### config.mk
export PLATFORM = sky130hd
export DESIGN_NAME = i2s_frame_transmitter_flat
export DESIGN_NICKNAME = d
export VERILOG_FILES = /design/src/rtl/i2s_frame_transmitter_if.sv /design/src/rtl/i2s_frame_transmitter.sv /design/src/flat_wrapper.sv
export SDC_FILE = /design/constraint.sdc
export NUM_CORES = 1
export LEC_CHECK = 0
export ABC_AREA = 0
export BUFFER_PORTS_ARGS = -buffer_cell sky130_fd_sc_hd__clkbuf_2
export CAP_MARGIN = 20
export CORE_UTILIZATION = 63
export DETAILED_ROUTE_END_ITERATION = 10
export PLACE_DENSITY_LB_ADDON = 0.12
export SLEW_MARGIN = 20
export SYNTH_ARGS = -nofsm -noshare
export SYNTH_HDL_FRONTEND = slang
export SYNTH_SLANG_ARGS = --single-unit
### constraint.sdc
create_clock -name clk -period 8 [get_ports clk]
set_input_delay 0.8 -clock clk [delete_from_list [all_inputs] [get_ports clk]]
set_output_delay 0.8 -clock clk [all_outputs]
set_load 0.1 [all_outputs]
### src/rtl/i2s_frame_transmitter_if.sv
// Sample-pair handshake and serial pin bundle for the I2S frame transmitter.
// The master side is the sample producer. The slave side is the transmitter.
interface i2s_frame_transmitter_if #(
   parameter int DATA_WIDTH = 24
);
   logic [DATA_WIDTH-1:0] data_left;
   logic [DATA_WIDTH-1:0] data_right;
   logic                  in_valid;
   logic                  in_ready;
   logic                  sck;
   logic                  ws;
   logic                  sd;
   logic                  underrun;

   modport master (
      output data_left, data_right, in_valid,
      input  in_ready, sck, ws, sd, underrun
   );

   modport slave (
      input  data_left, data_right, in_valid,
      output in_ready, sck, ws, sd, underrun
   );
endinterface

### src/rtl/i2s_frame_transmitter.sv
// Stereo I2S / left-justified serial transmitter.
// SCK and WS are derived from clk. A one-entry buffer holds the next sample pair,
// which is loaded into a frame shift register at each frame start.
module i2s_frame_transmitter #(
   parameter int DATA_WIDTH = 24,
   parameter int SLOT_WIDTH = 32,
   parameter int CLK_DIV    = 4,
   parameter int I2S_MODE   = 1
) (
   input logic                     clk,
   input logic                     rst,
   i2s_frame_transmitter_if.slave  bus
);
   localparam int FRAME = 2 * SLOT_WIDTH;
   localparam int DIV_W = $clog2(CLK_DIV);
   localparam int IDX_W = $clog2(FRAME);

   logic [DIV_W-1:0]      r_div;
   logic                  r_sck;
   logic [IDX_W-1:0]      r_idx;
   logic                  r_ws;
   logic                  r_sd;
   logic                  r_prev_last;
   logic [FRAME-1:0]      r_shift;
   logic                  r_full;
   logic [DATA_WIDTH-1:0] r_buf_l;
   logic [DATA_WIDTH-1:0] r_buf_r;
   logic                  r_underrun;

   logic                  w_wrap;
   logic                  w_fall;
   logic                  w_start;
   logic                  w_capture;
   logic [IDX_W-1:0]      w_idx_next;
   logic [FRAME-1:0]      w_frame;

   assign w_wrap     = (r_div == DIV_W'(CLK_DIV - 1));
   assign w_fall     = w_wrap & r_sck;
   assign w_idx_next = (r_idx == IDX_W'(FRAME - 1)) ? '0 : r_idx + IDX_W'(1);
   assign w_start    = w_fall & (w_idx_next == '0);
   assign w_capture  = bus.in_valid & ~r_full;

   // Next frame image, MSB = first bit on the wire; zeros when the buffer is empty
   always_comb begin
      w_frame = '0;
      if (r_full) begin
         w_frame[FRAME-1 -: DATA_WIDTH]      = r_buf_l;
         w_frame[SLOT_WIDTH-1 -: DATA_WIDTH] = r_buf_r;
      end
   end

   // SCK generator: divider wraps every CLK_DIV cycles and toggles SCK
   always_ff @(posedge clk or posedge rst) begin
      if (rst) begin
         r_div <= '0;
         r_sck <= 1'b0;
      end else if (w_wrap) begin
         r_div <= '0;
         r_sck <= ~r_sck;
      end else begin
         r_div <= r_div + DIV_W'(1);
      end
   end

   // Bit sequencer: advance bit index, WS and SD on each SCK falling event
   always_ff @(posedge clk or posedge rst) begin
      if (rst) begin
         r_idx       <= IDX_W'(FRAME - 1);
         r_ws        <= 1'b0;
         r_sd        <= 1'b0;
         r_prev_last <= 1'b0;
         r_shift     <= '0;
      end else if (w_fall) begin
         r_idx <= w_idx_next;
         r_ws  <= (w_idx_next >= IDX_W'(SLOT_WIDTH));
         if (w_start) begin
            r_prev_last <= w_frame[0];
            // I2S delays the stream by one bit: slot 0 carries the previous frame's last bit
            if (I2S_MODE != 0) begin
               r_sd    <= r_prev_last;
               r_shift <= w_frame;
            end else begin
               r_sd    <= w_frame[FRAME-1];
               r_shift <= w_frame << 1;
            end
         end else begin
            r_sd    <= r_shift[FRAME-1];
            r_shift <= r_shift << 1;
         end
      end
   end

   // Holding buffer: capture on handshake, drain at frame start, flag underruns
   always_ff @(posedge clk or posedge rst) begin
      if (rst) begin
         r_full     <= 1'b0;
         r_buf_l    <= '0;
         r_buf_r    <= '0;
         r_underrun <= 1'b0;
      end else begin
         r_underrun <= w_start & ~r_full;
         if (w_capture) begin
            r_full  <= 1'b1;
            r_buf_l <= bus.data_left;
            r_buf_r <= bus.data_right;
         end else if (w_start) begin
            r_full <= 1'b0;
         end
      end
   end

   assign bus.in_ready = ~r_full;
   assign bus.sck      = r_sck;
   assign bus.ws       = r_ws;
   assign bus.sd       = r_sd;
   assign bus.underrun = r_underrun;
endmodule

### src/flat_wrapper.sv
// flat-port wrapper written by rule: the top's interface ports become plain ports
module i2s_frame_transmitter_flat 
#(
   parameter int DATA_WIDTH = 24,
   parameter int SLOT_WIDTH = 32,
   parameter int CLK_DIV    = 4,
   parameter int I2S_MODE   = 1
)
  (clk, rst, bus_data_left, bus_data_right, bus_in_valid, bus_in_ready, bus_sck, bus_ws, bus_sd, bus_underrun);
  i2s_frame_transmitter_if #(.DATA_WIDTH(DATA_WIDTH)) bus_i ();
  input logic clk;
  input logic rst;
  input wire logic [$bits(bus_i.data_left)-1:0] bus_data_left;
  input wire logic [$bits(bus_i.data_right)-1:0] bus_data_right;
  input wire logic [$bits(bus_i.in_valid)-1:0] bus_in_valid;
  output wire logic [$bits(bus_i.in_ready)-1:0] bus_in_ready;
  output wire logic [$bits(bus_i.sck)-1:0] bus_sck;
  output wire logic [$bits(bus_i.ws)-1:0] bus_ws;
  output wire logic [$bits(bus_i.sd)-1:0] bus_sd;
  output wire logic [$bits(bus_i.underrun)-1:0] bus_underrun;
  assign bus_i.data_left = bus_data_left;
  assign bus_i.data_right = bus_data_right;
  assign bus_i.in_valid = bus_in_valid;
  assign bus_in_ready = bus_i.in_ready;
  assign bus_sck = bus_i.sck;
  assign bus_ws = bus_i.ws;
  assign bus_sd = bus_i.sd;
  assign bus_underrun = bus_i.underrun;
  i2s_frame_transmitter #(.DATA_WIDTH(DATA_WIDTH), .SLOT_WIDTH(SLOT_WIDTH), .CLK_DIV(CLK_DIV), .I2S_MODE(I2S_MODE)) u_core (.clk(clk), .rst(rst), .bus(bus_i));
endmodule
---- After elaboration in Yosys (flattened, before gate mapping) ----
Index checks and enable logic that the tools add are counted.
word-level totals
  flip-flop bits (word level) ............. 125
  input bits .............................. 51
  logic and storage cells ................. 31
cells by class
  add/sub/neg operators ................... 2
  magnitude comparators ................... 1
  equal/unequal tests ..................... 2
  multiplexer cells ....................... 8
  bitwise gates (word level) .............. 6
  reduce and logical (&&, ||, !) cells .... 2
operator list
  cell                                         number
  2-to-1 mux 64 bit                            1
  2-to-1 mux 24 bit                            2
  adder 6 x 1 -> 6 bit, second input constant  1
  equality test 6 bit, second input constant   1
  >= comparator 6 bit, second input constant   1
  logical NOT 6 bit                            1
  2-to-1 mux 6 bit                             1
  bitwise AND 1 bit                            4
  2-to-1 mux 1 bit                             3
  adder 2 x 1 -> 2 bit, second input constant  1
  equality test 2 bit, second input constant   1
  2-to-1 mux 2 bit                             1
  inverter 1 bit                               2
  nonzero test 2 bit                           1

---- Logic depth before layout (Yosys ltp) ----
Gate-level depths: netlist of run 1.
  depth after elaboration ................. 6
  gate-level depth with buffers ........... 8
  depth with buffers taken out ............ 6

---- Least setup slack after synthesis of run 1 ----
OpenSTA, ideal clock, no wires.
  path type ............................... flip-flop to flip-flop
  from .................................... register u_core.r_sck (netlist: u_core.bus.sck)
  to ...................................... register u_core.r_shift[28]
  setup time .............................. 79 ps
  arrival time ............................ 2193 ps
  required time ........................... 7921 ps
  path slack .............................. 5728 ps
  stages on the path, launching flop included .. 8
  buffers on the path ..................... 3
  clock period less this slack ............ 2272 ps
  path through ............................ dfrtp_1 > and2_1 > buf_4 > o311ai_2 > nor3_4 > buf_6 > buf_6 > mux2i_1
between the ends
  longest elaborated chain between the ends .. 3
RTL lines
  item                      RTL line                     text
  start: declaration        i2s_frame_transmitter.sv:19  logic r_sck;
  start signal: assignment  i2s_frame_transmitter.sv:59  r_sck <= ~r_sck;
  bitwise AND 1 bit *       i2s_frame_transmitter.sv:38  assign w_fall = w_wrap & r_sck;
  bitwise AND 1 bit         i2s_frame_transmitter.sv:40  assign w_start = w_fall & (w_idx_next == '0);
  2-to-1 mux 64 bit         i2s_frame_transmitter.sv:76  if (w_start) begin
  end signal: assignment    i2s_frame_transmitter.sv:81  r_shift <= w_frame;
  end signal: assignment    i2s_frame_transmitter.sv:84  r_shift <= w_frame << 1;
  end signal: assignment    i2s_frame_transmitter.sv:88  r_shift <= r_shift << 1;
  end: declaration          i2s_frame_transmitter.sv:24  logic [FRAME-1:0] r_shift;
Every way passes the cells marked *; elsewhere a longest branch is shown, timed or not.
A chain may end at the register's enable or synchronous reset.

---- Worst setup path in the final report of run 1 ----
  from .................................... register u_core.r_div[0]
  to ...................................... register u_core.r_shift[37]
between the ends
  longest elaborated chain between the ends .. 4
RTL lines
  item                      RTL line                     text
  start: declaration        i2s_frame_transmitter.sv:18  logic [DIV_W-1:0] r_div;
  start signal: assignment  i2s_frame_transmitter.sv:61  r_div <= r_div + DIV_W'(1);
  equality test 2 bit *     i2s_frame_transmitter.sv:37  assign w_wrap = (r_div == DIV_W'(CLK_DIV - 1));
  bitwise AND 1 bit *       i2s_frame_transmitter.sv:38
  bitwise AND 1 bit         i2s_frame_transmitter.sv:40
  2-to-1 mux 64 bit         i2s_frame_transmitter.sv:76
Marked as above.

==> reports/metrics.csv, run 1 <==
metric;value;unit
antennaDiodeCount;0;
ys.flop_type;dfrtp_1;
placed_cell_area;5439;µm²
hpwl;5170;µm
grt-busiest-layer;met2;
nNetsFinal;509;
synthCells;401;
cap_violations;0;
end_kind;register;
area_growth;18.54;%
yosysWarnings;0;
use_met3;7.297;%
relSlewSlack;38.98;%
use_met1;31.15;%
synthAdderAreaFrac;0.7330;%
grt_usage;24.21;%
drt-total-wl;9213;µm
setup-tns-final;0;ps
synth_edf_count;0;
power_density;232.9;nW/µm²
clkSinkCount;117;
root_buffer;clkbuf_8;
synthDistinctLibCells;31;
fin_crit_sh;38.47;%
cp-start-kind;register;
routedWlPerCell;16.16;µm
via_count;3180;
finalClockSkew;8.095;ps
worstPathMaxFanout;58;
insertion_delay;510;ps
fin_total_pwr;1.414;mW
row_count;32;
io_buffers;55;
h-tree-depth;4;
ys_seq_area_share;57.32;%
clockBufferDepth;2;
grt_max_degree;75;
netSwitchingFraction;21.43;%
p_leak;2.962;nW
fmax;324.9;MHz
async_flop_share;100.0;%
die_w;92.16;µm
dp_slack;4965;ps
vdd_drop_max;0.0001576;V
antenna_found_initial;0;
yosysTopAreaCellShare;54.24;%
cts.repair.resized;0;
syn_avg_cell_area;12.77;µm²
cts-buffers-inserted;17;
yosys.area.top_type;dfrtp_1;
synth_area_leaders;dfrtp_1, mux2i_1, mux2_2, nand2_1, dfstp_2;
power.internal;1.111;mW
drv_slew;0;
yosys.area_share.simple;6.719;%
timing.final.setup_violations;0;
die_area;8493;µm²
synthXorXnorAreaFrac;0.6841;%
grt_first_pass_wirelength;15660;µm
via_per_inst;5.579;
drc;0;
crit_type;reg2reg;
die_height;92.16;µm
cp.required;8340;ps
grt_pass1_vias;3289;
cts_setup_buffers;0;
hold_viol_final;0;
cts_tree;done;
status;completed;
final_area;6071;µm²
hold_ws;326.8;ps
first_pass_iters;4;
coreArea;7807;µm²
hp-class;in2async;
finalWorstSetupSlack;4922;ps
muxShareOfSynthArea;28.93;%
multi_input_area;2059;µm²
use_met2;39.18;%
synth_nets;455;
syn_area;5121;µm²
cp.arrival;3420;ps
nFillCells;507;
clock_power_share;53.9;%
clk_pin_slew_worst_paths;60;ps
gr-total-overflow;0;
holdBufCountCts;0;
pwr-share-seq;43.2;%
period_minus_slack;3078;ps
ant_nets;0;
initial_core_util;65.59;%
rsz0062_at_grt;false;
tightest_slew;915.3;ps
p_sw;0.3031;mW
regArea;2937;µm²
synth_compound_area_share;2.932;%
combPwrFrac;2.9;%
ys_ff_latch;117;
synth_top_family_by_area;multiplexers;
drtIter0Drc;184;
num_io_pins;56;
drive_above_1_share;32.69;%
place.gp.congestion;0.7816;
power by group through the flow:
stage	Clock (mW)	Combinational, mW	Sequential, mW
floorplan	0	0.0243	0.619
global placement	0	0.0403	0.621
detailed placement	0	0.0421	0.622
CTS	0.770	0.0424	0.611
global route	0.803	0.0470	0.613
finish	0.762	0.0411	0.611
synthesized netlist by cell type (2+ instances only):
cell type	instances
a21oi_1	2
buf_1	2
buf_2	2
buf_4	3
buf_6	3
clkbuf_1	15
dfrtp_1	111
dfstp_2	6
ha_1	3
inv_1	2
mux2_2	48
mux2i_1	94
nand2_1	75
nand3_1	3
nor2_1	2
o21a_1	2
o21ai_0	12
xor2_1	3
cell families (layout without fill, tap and decap cells):
family | after synthesis | after routing
mux | 142 | 142
flops | 117 | 117
simple gates | 85 | 85
buf+inv | 27 | 94
compound gates | 23 | 23
xor+xnor | 4 | 4
fa+ha+maj | 3 | 3
critical path, cell delays in order (launching register included):
cell,delay [ps]
dfrtp_1,350
ha_1,240
and2_2,770
o311ai_2,360
nor3_4,200
buf_4,700
o21ai_0,230
area by class of cell:
class | instances | area share (%)
Sequential cell | 117 | 48.37
Multi-Input combinational cell | 257 | 33.92
Clock buffer | 18 | 7.049
Timing Repair Buffer | 60 | 5.482
Clock inverter | 14 | 2.906
Tap cell | 102 | 2.102
Inverter | 2 | 0.1649
cells in the final DEF (no fill, tap or decap), types with 2 or more instances in the layout:
master	n
a21oi_1	2
buf_4	4
bufinv_16	3
clkbuf_16	16
clkbuf_2	55
clkbuf_8	2
clkinv_2	2
clkinv_4	4
clkinvlp_4	2
dfrtp_1	110
dfstp_2	6
ha_1	3
inv_6	3
mux2_2	48
mux2i_1	94
nand2_1	74
nand3_1	3
nor2_1	2
o21a_1	2
o21ai_0	12
xor2_1	3
final timing paths:
| kind | cells after the start | start | end | slack [ps] |
|---|---|---|---|---|
| worst max-delay path | 6 | u_core.r_div[0]$_DFF_PP0_ | u_core.r_shift[37]$_DFFE_PP0P_ | 4920 |
| worst min-delay path | 2 | rst | u_core.r_buf_r[19]$_DFFE_PP0P_ | 330 |
| worst max register to register | 6 | u_core.r_div[0]$_DFF_PP0_ | u_core.r_shift[37]$_DFFE_PP0P_ | 4920 |
| worst min register to register | 1 | u_core.r_div[0]$_DFF_PP0_ | u_core.r_div[0]$_DFF_PP0_ | 440 |
| max in group asynchronous | 3 | rst | u_core.r_full$_DFFE_PP0P_ | 6310 |
| min in group clk | 1 | u_core.r_div[0]$_DFF_PP0_ | u_core.r_div[0]$_DFF_PP0_ | 440 |
sequential cells by signal, indices dropped and copies added (netlist names):
name                 count
u_core.r_shift          56
u_core.r_buf_l          24
u_core.r_buf_r          24
u_core.r_idx             6
u_core.r_div             2
u_core.bus.sck           1
u_core.bus.sd            1
u_core.bus.underrun      1
u_core.bus.ws            1
u_core.r_full            1
routing by layer:
layer / vias up / wire [µm] / part of all wire [%]
met5: - / 0 / 0
met4: 0 / 146 / 1.6
met3: 15 / 357 / 3.9
met2: 79 / 4743 / 51
met1: 1582 / 3966 / 43
li1: 1504 / - / -
metrics by stage:
step           std cells  util (%)
6_report             570     77.76
2_1_floorplan        401         -
3_3_place_gp         537     69.66
4_1_cts              569     77.40
3_5_place_dp         537     69.66
5_1_grt              570     77.76
Note: power is estimated with default switching activity, not from simulation.
==> inputs of run 2 (changes only) <==
--- a/config.mk
+++ b/config.mk
@@ -5,10 +5,10 @@
 export SDC_FILE = /design/constraint.sdc
 export NUM_CORES = 1
 export LEC_CHECK = 0
-export ABC_AREA = 0
+export ABC_AREA = 1
 export BUFFER_PORTS_ARGS = -buffer_cell sky130_fd_sc_hd__clkbuf_2
 export CAP_MARGIN = 20
-export CORE_UTILIZATION = 63
+export CORE_UTILIZATION = 59
 export DETAILED_ROUTE_END_ITERATION = 10
 export PLACE_DENSITY_LB_ADDON = 0.12
 export SLEW_MARGIN = 20
==> constraint.sdc (replaced) <==
create_clock -name clk -period 3.2 [get_ports clk]
set_input_delay 0.32 -clock clk [delete_from_list [all_inputs] [get_ports clk]]
set_output_delay 0.32 -clock clk [all_outputs]
set_load 0.1 [all_outputs]
==> run 2 against run 1 <==
Net effect:
- register-to-register slack got worse by 4100 ps
- die area rose by 19%
- first-iteration DRC count rose by 6.5%
- routed wire length rose by 15%
- clock power rose by 150%
- highest routed layer unchanged
==> reports/metrics.csv, run 2 <==
metric;value;unit;change
hpwl;6046;µm;+17%
drc;0;;unchanged
timing.final.setup_violations;0;;unchanged
syn_avg_cell_area;9.193;µm²;-28%
die_height;100.7;µm;+9.2%
grt_pass1_vias;4349;;+32%
cap_violations;0;;unchanged
p_leak;3.535;nW;+19%
grt_first_pass_wirelength;19020;µm;+21%
coreArea;9328;µm²;+19%
largest_reg_flops;56;;unchanged
crit_type;reg2reg;;
gr-total-overflow;0;;unchanged
h-tree-depth;4;;unchanged
grt_usage;24.11;%;-0.099 points
nFillCells;748;;+48%
yosysTopAreaCellShare;48.34;%;-5.9 points
ys.flop_type;dfrtp_1;;
clockBufferDepth;2;;unchanged
largest-register;u_core.r_shift;;
routedWlPerCell;13.17;µm;-19%
die_w;100.7;µm;+9.2%
dp_slack;880.3;ps;-4085 ps
layout_common_cells;nand2_1, dfrtp_1, nand3_1;;
fmax;425.3;MHz;+31%
cts_tree;done;;
fin_crit_sh;73.48;%;+35 points
drtIter0Drc;196;;+6.5%
num_io_pins;56;;unchanged
hold_viol_final;0;;unchanged
area_growth;15.22;%;
cts_setup_buffers;0;;unchanged
largest_registers;u_core.r_shift: 56 flops, u_core.r_buf_l: 24 flops, u_core.r_buf_r: 24 flops;;
antennaDiodeCount;0;;unchanged
row_count;35;;+9.4%
yosysMostFrequentCell;nand2_1;;
rsz0062_at_grt;false;;
relSlewSlack;56.79;%;+18 points
cp.required;3610;ps;-4730 ps
holdBufCountCts;1;;+1
cts-buffers-inserted;17;;unchanged
final_area;6620;µm²;+9.0%
finalClockSkew;9.372;ps;+1.277 ps
nNetsFinal;721;;+42%
insertion_delay;520;ps;about the same
via_count;4209;;+32%
drt-total-wl;10640;µm;+15%
syn_area;5746;µm²;+12%
grt_max_degree;118;;+57%
die_area;10140;µm²;+19%
ys_top_cells_by_count;nand2_1, dfrtp_1, nand3_1;;
tightest_slew;647.6;ps;-267.7 ps
period_minus_slack;2351;ps;-726.3 ps
ys_seq_area_share;51.09;%;-6.2 points
setup-tns-final;0;ps;unchanged
ant_nets;0;;unchanged
hp-class;in2reg;;
cts.repair.resized;0;;unchanged
synthCells;625;;+56%
ys_ff_latch;117;;unchanged
end_kind;register;;
yosysWarnings;0;;unchanged
via_per_inst;5.209;;-6.6%
antenna_found_initial;0;;unchanged
finalWorstSetupSlack;848.7;ps;-4074 ps
drive_above_1_share;29.16;%;-3.5 points
cp-start-kind;register;;
io_buffers;55;;unchanged
cp.arrival;2760;ps;-660 ps
place.gp.congestion;0.7767;;-0.63%
power_density;519.3;nW/µm²;+120%
yosys.area.top_type;dfrtp_1;;
clk_pin_slew_worst_paths;60;ps;about the same
synth_nets;679;;+49%
status;completed;;
stdcell_count;808;;+42%
drv_slew;0;;unchanged
worstPathMaxFanout;59;;+1.7%
initial_core_util;61.60;%;-4.0 points
r2r_slack;850;ps;-4070 ps
dp_cells;776;;+45%
root_buffer;clkbuf_8;;
first_pass_iters;4;;unchanged
vdd_drop_max;0.0003251;V;+110%
synth_area_leaders;dfrtp_1, nand2_1, mux2_2, nand3_1, nand3_2;;
synth_edf_count;0;;unchanged
layout_commonest_cell;nand2_1;;
placed_cell_area;6002;µm²;+10%
async_flop_share;100.0;%;unchanged
synthDistinctLibCells;26;;-16%
clkSinkCount;117;;unchanged
## run 2: cells by family after synthesis
family	count (synthesis)	share of synthesized area, %
simple gates	355	29.86
buf+inv	96	8.340
mux	48	9.408
fa+ha+maj	3	0.6534
flops	117	51.09
compound gates	6	0.6532
## run 2: area by class of cell
class	instances	area [µm²]	share of cell area (%)
clock inverters	7	92.59	1.399
multi-input cells	412	2341	35.36
repair buffers	63	362.8	5.481
clock buffers	24	510.5	7.711
flip-flops and latches	117	2937	44.36
inverters	56	215.2	3.251
well taps	129	161.4	2.438
## run 2: routing by layer
layer	track usage [%]	part of all wire (%)	vias up
li1	-	-	2059
met1	29.90	44	2034
met2	41.25	50	103
met3	5.340	4.9	13
met4	9.365	1.2	0
met5	0	0	-
## run 2: worst paths after layout
path | startpoint | to | depth (start not counted)
hold reg to reg | u_core.r_div[0]$_DFF_PP0_ | u_core.r_div[0]$_DFF_PP0_ | 1
max in group asynchronous | rst | u_core.r_full$_DFFE_PP0P_ | 4
min in group asynchronous | rst | u_core.r_shift[24]$_DFFE_PP0P_ | 4
setup / recovery | u_core.r_idx[0]$_DFFE_PP1P_ | u_core.r_shift[18]$_DFFE_PP0P_ | 10
hold / removal | bus_data_left[18] | u_core.r_buf_l[18]$_DFFE_PP0P_ | 2
setup reg to reg | u_core.r_idx[0]$_DFFE_PP1P_ | u_core.r_shift[18]$_DFFE_PP0P_ | 10
## run 2: through the flow
stage / util (%) / power [mW] / hold WS (ps)
2_1_floorplan: - / 1.529 / 403.1
3_3_place_gp: 64.35 / 1.568 / 413.4
3_5_place_dp: 64.35 / 1.570 / 423.9
4_1_cts: 70.92 / 3.473 / 8.152
5_1_grt: 70.97 / 3.544 / 14.39
6_report: 70.97 / 3.438 / 23.28
## run 2: worst max-delay path, cell delays in order (launching register included)
cell and delay [ps]:
dfstp_2 390, ha_1 240, nand2_2 90, clkinv_2 80
o21ai_1 220, nand2_2 270, nand4_4 130, buf_4 500
nand2_1 130, nand3_1 110, nand2_1 60
## run 2: report_power, final
part	internal (mW)	switching [mW]
Sequential	1.48	0
Clock	1.25	0.650
Combinational	0.0253	0.0362
